### config.mk
export PLATFORM = sky130hd
export DESIGN_NAME = div_unit
export DESIGN_NICKNAME = d
export VERILOG_FILES = /design/src/rtl/div_unit.sv
export SDC_FILE = /design/constraint.sdc
export NUM_CORES = 1
export LEC_CHECK = 0
export ABC_AREA = 1
export CORE_MARGIN = 2
export CORE_UTILIZATION = 55
export DETAILED_ROUTE_END_ITERATION = 10
export PLACE_DENSITY = 0.86
export SYNTH_ARGS = -nofsm -noshare
export SYNTH_HDL_FRONTEND = slang
export SYNTH_SLANG_ARGS = --single-unit
export TNS_END_PERCENT = 10
### constraint.sdc
create_clock -name clk -period 14 [get_ports clk]
set_input_delay 2.1 -clock clk [delete_from_list [all_inputs] [get_ports clk]]
set_output_delay 2.1 -clock clk [all_outputs]
set_load 0.005 [all_outputs]
### src/rtl/div_unit.sv
// Multi-cycle signed divider (restoring shift-subtract, one quotient bit per cycle).
// Quotient ends in lo, remainder in hi; divide-by-zero reports div_zero instead of done.
module div_unit #(
    parameter int WIDTH = 32
) (
    input  logic             clk,
    input  logic             reset,
    input  logic             start,
    input  logic [WIDTH-1:0] a,
    input  logic [WIDTH-1:0] b,
    output logic [WIDTH-1:0] hi,
    output logic [WIDTH-1:0] lo,
    output logic             busy,
    output logic             done,
    output logic             div_zero
);

    localparam logic [1:0] IDLE = 2'd0;
    localparam logic [1:0] CALC = 2'd1;
    localparam logic [1:0] FIX  = 2'd2;

    localparam int CW = $clog2(WIDTH) + 1;

    logic [1:0]       state;
    logic [WIDTH-1:0] rem;
    logic [WIDTH-1:0] quo;
    logic [WIDTH-1:0] dvs;
    logic [CW-1:0]    cnt;
    logic             sign_q;
    logic             sign_r;

    logic [WIDTH-1:0] a_abs;
    logic [WIDTH-1:0] b_abs;
    logic [WIDTH:0]   shifted;
    logic [WIDTH:0]   trial;

    // quo starts as |a| and is shifted out into rem while quotient bits shift in.
    always_comb begin
        a_abs   = a[WIDTH-1] ? -a : a;
        b_abs   = b[WIDTH-1] ? -b : b;
        shifted = {rem, quo[WIDTH-1]};
        trial   = shifted - {1'b0, dvs};
    end

    always_ff @(posedge clk or posedge reset) begin
        if (reset) begin
            state    <= IDLE;
            rem      <= '0;
            quo      <= '0;
            dvs      <= '0;
            cnt      <= '0;
            sign_q   <= 1'b0;
            sign_r   <= 1'b0;
            hi       <= '0;
            lo       <= '0;
            busy     <= 1'b0;
            done     <= 1'b0;
            div_zero <= 1'b0;
        end else begin
            done     <= 1'b0;
            div_zero <= 1'b0;
            case (state)
                IDLE: begin
                    if (start) begin
                        if (b == '0) begin
                            div_zero <= 1'b1;
                        end else begin
                            quo    <= a_abs;
                            dvs    <= b_abs;
                            sign_q <= a[WIDTH-1] ^ b[WIDTH-1];
                            sign_r <= a[WIDTH-1];
                            rem    <= '0;
                            cnt    <= '0;
                            busy   <= 1'b1;
                            state  <= CALC;
                        end
                    end
                end
                CALC: begin
                    // A borrow out of the top bit means the trial subtraction went negative.
                    if (trial[WIDTH]) begin
                        rem <= shifted[WIDTH-1:0];
                    end else begin
                        rem <= trial[WIDTH-1:0];
                    end
                    quo <= {quo[WIDTH-2:0], ~trial[WIDTH]};
                    cnt <= cnt + CW'(1);
                    if (cnt == CW'(WIDTH - 1)) begin
                        state <= FIX;
                    end
                end
                FIX: begin
                    lo    <= sign_q ? -quo : quo;
                    hi    <= sign_r ? -rem : rem;
                    done  <= 1'b1;
                    busy  <= 1'b0;
                    state <= IDLE;
                end
                default: begin
                    state <= IDLE;
                    busy  <= 1'b0;
                end
            endcase
        end
    end

endmodule

==> results of run 1 <==
[routing by layer]
metal,up-vias,wire length [um],GRT usage (%)
met5,-,0,0
met4,0,906,9.58
met3,71,3160,4.39
met2,549,16200,45.1
met1,6293,17700,44.6
li1,6874,-,-
[cells by family after synthesis]
family / after synthesis / synth area share, %
AOI/OAI and AO/OA: 236 / 9.53
xor gates and xnor gates: 72 / 4.70
adders and majority gates: 38 / 3.60
buffers and inverters: 371 / 11.1
DFF: 173 / 32.3
and+or+nand+nor: 1225 / 38.8
[power breakdown]
| part | switching [W] | internal, W |
|---|---|---|
| registers | 0.000212 | 0.000637 |
| clock network | 0.000248 | 0.000244 |
| logic | 0.00122 | 0.000640 |
[synthesized netlist by cell type (all sizes together) (8+ instances only)]
| cell | instances | area [um2] |
|---|---|---|
| nor2 | 198 | 776 |
| xnor2 | 13 | 114 |
| a31oi | 9 | 56.3 |
| nand3 | 219 | 1160 |
| o31ai | 11 | 82.6 |
| dfrtp | 173 | 4330 |
| or2 | 8 | 50.1 |
| buf | 29 | 210 |
| nor3 | 21 | 121 |
| nand2 | 731 | 2770 |
| inv | 304 | 1140 |
| nand4 | 27 | 175 |
| o21ai | 145 | 733 |
| xor2 | 59 | 517 |
| nand3b | 16 | 120 |
| clkbuf | 37 | 139 |
| a21oi | 52 | 272 |
| ha | 37 | 463 |
[worst max-delay path, delay by kind of cell]
family / cells / cell delay (ns)
buf+inv: 5 / 1.94
compound gates: 2 / 0.30
simple gates: 6 / 0.65
[placed cells by master (no fill, tap or decap), types with 3 or more instances in the layout]
cell type	instances
nand2_1	721
inv_1	298
nand3_1	206
nor2_1	188
dfrtp_1	173
clkdlybuf4s50_1	133
o21ai_0	116
xor2_1	59
a21oi_1	51
ha_1	37
o21ai_1	27
nand4_1	26
nor3_1	19
clkbuf_16	17
nand3b_1	16
nand3_2	13
xnor2_1	13
o31ai_1	11
nand2_2	10
a31oi_1	9
buf_4	9
nor2_2	7
o22ai_1	7
or2_2	6
inv_2	5
inv_8	5
clkinv_8	5
nor2_4	3
o211ai_1	3
clkinv_4	3
[layout make-up]
class                      count  area, um2
clock buffer                  17        425
clock inverter                15        188
fill                        2274       8610
inverter                     305       1150
multi-input combinational   1571       7600
sequential                   173       4330
tap                          324        405
timing repair buffer         142       1400
[metrics by stage]
step                      power (W)  area [um2]  hold slack [ns]  util [%]
after floorplan             0.00220       13400            0.449         -
after global placement      0.00260       14900            0.462      61.8
after detailed placement    0.00265       14900            0.469      61.8
after CTS                   0.00316       15500            0.488      64.3
after global routing        0.00350       15500            0.511      64.3
final                       0.00320       15500            0.486      64.3
[final timing paths]
check / startpoint / endpoint / slack, ns
max: b[31] / quo[13] / 9.27
min: hi[13] / hi[13] / 0.49
max reg2reg: quo[31] / rem[21] / 10.77
min reg2reg: hi[13] / hi[13] / 0.49
max in group asynchronous: reset / sign_q / 10.26
min in group asynchronous: reset / lo[5] / 2.22
[sequential cells by signal, summed over array words and instances, names as in the netlist]
name,flops
dvs,32
sign_q,1
rem,32
quo,32
done,1
sign_r,1
lo,32
hi,32
busy,1
cnt,6
state,2
div_zero,1
==> results.md, run 1 <==
* Status: finished, final reports clean
* Worst min path class: reg2reg
* Critical Path AT at 5.05 ns
* Share of synthesized registers carrying an async set or reset at between 90% and 100%
* CP endpoint kind: flop
* Die Y at 160 um
* Mapped Area at 13400 um2
* ANT cells at 0
* CP max FO at 62
* I/O Pins at between 100 and 150
* Gpl congestion at ~1
* Synth Warn # at 0
* Die Footprint at between 20000 and 30000 um2
* Worst-path clk slew at about 0.080 ns
* Final critical-path setup slack at between 9 and 10 ns
* Fmax at roughly 210 MHz
* Port buffer count at between 100 and 150
* Max clock buf depth at 2
* P&R area growth vs syn at 15.5%
* DP HPWL at between 20000 and 30000 um
* Hold_buf cts at 0
* Gr usage total at between 30 and 40%
* Post-cts resize count at 0
* CTS Buf Count at 17
* Synth Register Bits at 173
* Final Cycle Share at 33.8%
* Most used flip-flop cell after synthesis: dfrtp_1
* Die Wd at ~160 um
* First-pass GRT wire length at about 63000 um
* Final Critical Period at 4.73 ns
* Dpl cells at 2515
* Hold path depth at 2
* TNS Setup at 0 ns
* Kind of critical path: in2reg
* Routed WL at roughly 38000 um
* Core area at ~24000 um2
* Vias/cell at 5.41
* Syn nets at 2220
* Synthesized instance count at around 2100
* Starting density of the core at between 50% and 60%
* Worst path slowest cell: buf_4
* GR Overflow Total at 0
* Clock Sinks at ~170
* Antenna-violating nets left at 0
* Routed via count at approximately 14000
* VDD IR max at between 0.08 and 0.09 mV
* Std cell rows at between 50 and 60
* Clk Latency, worst-skew pair at 0.45 ns
* Clock skew at roughly 0.017 ns
* Clock Tree Root: clkbuf_16
* Initial antenna violation count at 0
* Slew headroom at around a third
* Mean routed wirelength per cell at 14.9 um
* Req. time, crit path at 14.31 ns
* Largest net degree at the start of global routing at 107
* Post-CTS Setup Inserts at 0
* H-tree Lvls at 4
* Mean post-synth cell area at 6.34 um2
* Critical Path Max Stage Delay at about 0.52 ns
* Leakage Power at 7.97 nW
* RSZ-0062 raised after global routing: no
* Critical path cell sequence: clkdlybuf4s50_1, buf_4, inv_1, nand3_1, nor2_1, nand3_1, nor2_1, nand2_1, nand3_2, buf_4, inv_2, o211ai_1, o21ai_1
* Sequential area share after synthesis at approximately a third
* Net count, final at around 2300
* Vias in the first global route at around 13000
* Non-filler instance count after layout at about 2500
* Pre-CTS WS at 8.85 ns
* R2R depth at 17
* DRC at 0
* Pwr Density at around 210 nW/um2
* Startpoint types: primary input
* Distinct cells, synth at 48
* Worst Tran Pin Value at slightly below 1 ns
* Layout cells sized above 1 at 4.14%
* Slew Viols, Final at 0
* Post-synth EDFFs at 0
* Final hold violations at 0
* Clock tree from TritonCTS: built
* Max-Cap Viols at 0
* Drt pass-1 iters at 5
* Initial DRC count at between 1000 and 1500
* Final setup viols at 0
Note: power is estimated with default switching activity, not from simulation.
==> run 2, diff against run 1 <==
==> constraint.sdc (replaced) <==
create_clock -name clk -period 4.8 [get_ports clk]
set_input_delay 0.72 -clock clk [delete_from_list [all_inputs] [get_ports clk]]
set_output_delay 0.72 -clock clk [all_outputs]
set_load 0.005 [all_outputs]
==> run 2 against run 1 <==
Net effect: largest power group unchanged; global-route usage shrank 0.68 points; first-iteration DRC count grew 5.5%; register-to-register slack lost 9.1 ns; clock power grew to 2.9 times the previous value; sequential share of layout area is essentially flat; highest routed layer unchanged.
==> results.md, run 2 (synthesis results as in run 1) <==
* Status: finished, final reports clean
* Worst Tran Pin Value at about 1.2 ns
* Mean routed wirelength per cell at roughly 15 um
* H-tree Lvls at 4
* Worst path slowest cell: nand2_2
* RSZ-0062 raised after global routing: no
* Buf/Inv on CP at 1
* Pwr Density at between 500 and 600 nW/um2
* Fill cells at 2300
* Critical Path Max Stage Delay at 0.55 ns
* Kind of critical path: reg2reg
* Largest net degree at the start of global routing at 174
* CP endpoint kind: flop
* Startpoint types: flop
* Clk Latency, worst-skew pair at around 0.44 ns
* Clock Tree Root: clkbuf_16
* Max-Cap Viols at 0
* DP HPWL at roughly 29000 um
* Worst min path class: reg2reg
* Comb pwr share at about three fifths
* Layout cells sized above 1 at under 10%
* TNS Setup at 0 ns
* Final setup viols at 0
* Req. time, crit path at slightly above 5 ns
* Clock tree from TritonCTS: built
* Final critical-path setup slack at 1.64 ns
* Antenna-violating nets left at 0
* Max clock buf depth at 2
* First-pass GRT wire length at 61600 um
* Clock Sinks at roughly 170
* Slew Viols, Final at 0
* Std cell rows at 57
* Critical path cell sequence: ha_1, nand2_2, inv_1, nand2_1, nand2_1, a21oi_1, nand2_2, nand2_2, nand3_2, nand2_2, nand2_1, nand3_1, nand2_1
* Gpl congestion at between 0.9 and 1
* Net count, final at between 2000 and 2500
* Routed WL at between 30000 and 40000 um
* Die Y at roughly 160 um
* VDD IR max at ~0.29 mV
* CP max FO at 22
* I/O Pins at between 100 and 150
* Final Cycle Share at approximately two thirds
* Commonest non-fill, non-tap cells in the layout: 721 x nand2_1, 298 x inv_1, 206 x nand3_1, 188 x nor2_1, 173 x dfrtp_1
* DRC at 0
* Fmax at 316 MHz
* Initial antenna violation count at 0
* Vias in the first global route at 12400
* P&R area growth vs syn at 15.5%
* Core area at around 24000 um2
* Sw Share at 52.1%
* Leakage Power at 7.97 nW
* Critical Path AT at roughly 3.5 ns
* Worst Setup SP: rem[13]
* Final hold violations at 0
* Gr usage total at between 20% and 30%
* Clock skew at between 0.01 and 0.015 ns
* CTS Buf Count at 17
* Final Critical Period at approximately 3.2 ns
* Net switching power at approximately 0.0048 W
* Commonest non-fill, non-tap cell in the layout: nand2_1
* Clk pwr share at between 10% and 20%
* Pre-CTS WS at 1.55 ns
* Die Footprint at approximately 26000 um2
* Vias/cell at 5.35
* Drt pass-1 iters at 6
* CP delay by family, top: simple AND/OR/NAND/NOR gates
* GR Overflow Total at 0
* Sequential Power Share at a little over a quarter
* Worst Hold Launch: hi[26]
* Initial DRC count at 1424
* Hold_buf cts at 0
* Starting density of the core at between 50 and 60%
* RR Startpoint: rem[13]
* Die Wd at between 150 and 200 um
* Power Internal at between 0.004 and 0.005 W
* Slew headroom at between 20 and 25%
* Post-CTS Setup Inserts at 0
* Port buffer count at between 100 and 150
* Fin Hold WS at a little under 0.5 ns
* Worst-path clk slew at 0.08 ns
* Post-cts resize count at 0
* Routed via count at around 14000
* ANT cells at 0
run 2: changes by cell type in the layout (fill, tap and decap cells not counted):
cell / before / now
clkinv_4: 3 / 1
inv_6: 1 / 4
clkinv_8: 5 / 4
buf_4: 9 / 8
buf_12: 0 / 1
inv_8: 5 / 3
clkinvlp_4: 1 / 2
clkbuf_8: 0 / 1
run 2: worst reg2reg max path, delay by kind of cell, from the launching register on:
| family | cells | cell delay [ns] |
|---|---|---|
| and+or+nand+nor | 10 | 1.82 |
| DFF | 1 | 0.50 |
| adders and majority gates | 1 | 0.44 |
| AOI/OAI and AO/OA | 1 | 0.24 |
| buffers and inverters | 1 | 0.05 |
run 2: routing by layer:
metal / track usage (%) / wire length [um] / up-vias
li1: - / - / 6882
met1: 44.8 / 17900 / 6161
met2: 43.8 / 15800 / 543
met3: 3.69 / 2970 / 44
met4: 8.11 / 725 / 0
met5: 0 / 0 / -
run 2: final timing paths:
kind | to | slack [ns] | depth (start not counted)
min in group asynchronous | lo[3] | 0.82 | 3
setup / recovery | rem[28] | 1.64 | 13
max in group asynchronous | dvs[18] | 3.22 | 3
hold reg to reg | hi[26] | 0.48 | 2
setup reg to reg | rem[28] | 1.64 | 13
hold / removal | hi[26] | 0.48 | 2
run 2: layout make-up:
class                           instances  area (um2)  share of cell area (%)
Timing Repair Buffer                  142        1410                    9.10
Sequential cell                       173        4330                    27.9
Inverter                              305        1150                    7.41
Clock buffer                           18         439                    2.83
Multi-Input combinational cell       1571        7600                    49.0
Clock inverter                         14         166                    1.07
Tap cell                              324         405                    2.61
run 2: power groups by stage:
stage / clock network (W) / registers (W) / logic, W
final: 0.00142 / 0.00247 / 0.00539
after global routing: 0.00148 / 0.00251 / 0.00613
after CTS: 0.00142 / 0.00243 / 0.00531
after detailed placement: 0 / 0.00246 / 0.00525
after global placement: 0 / 0.00245 / 0.00511
after floorplan: 0 / 0.00220 / 0.00423
run 2: stage by stage:
stage	power, W	cells	area [um2]	util, %
floorplan	0.00643	2115	13400	-
global route	0.0101	2547	15500	64.3
global placement	0.00755	2515	14900	61.8
finish	0.00928	2547	15500	64.3
CTS	0.00916	2547	15500	64.3
detailed placement	0.00771	2515	14900	61.8
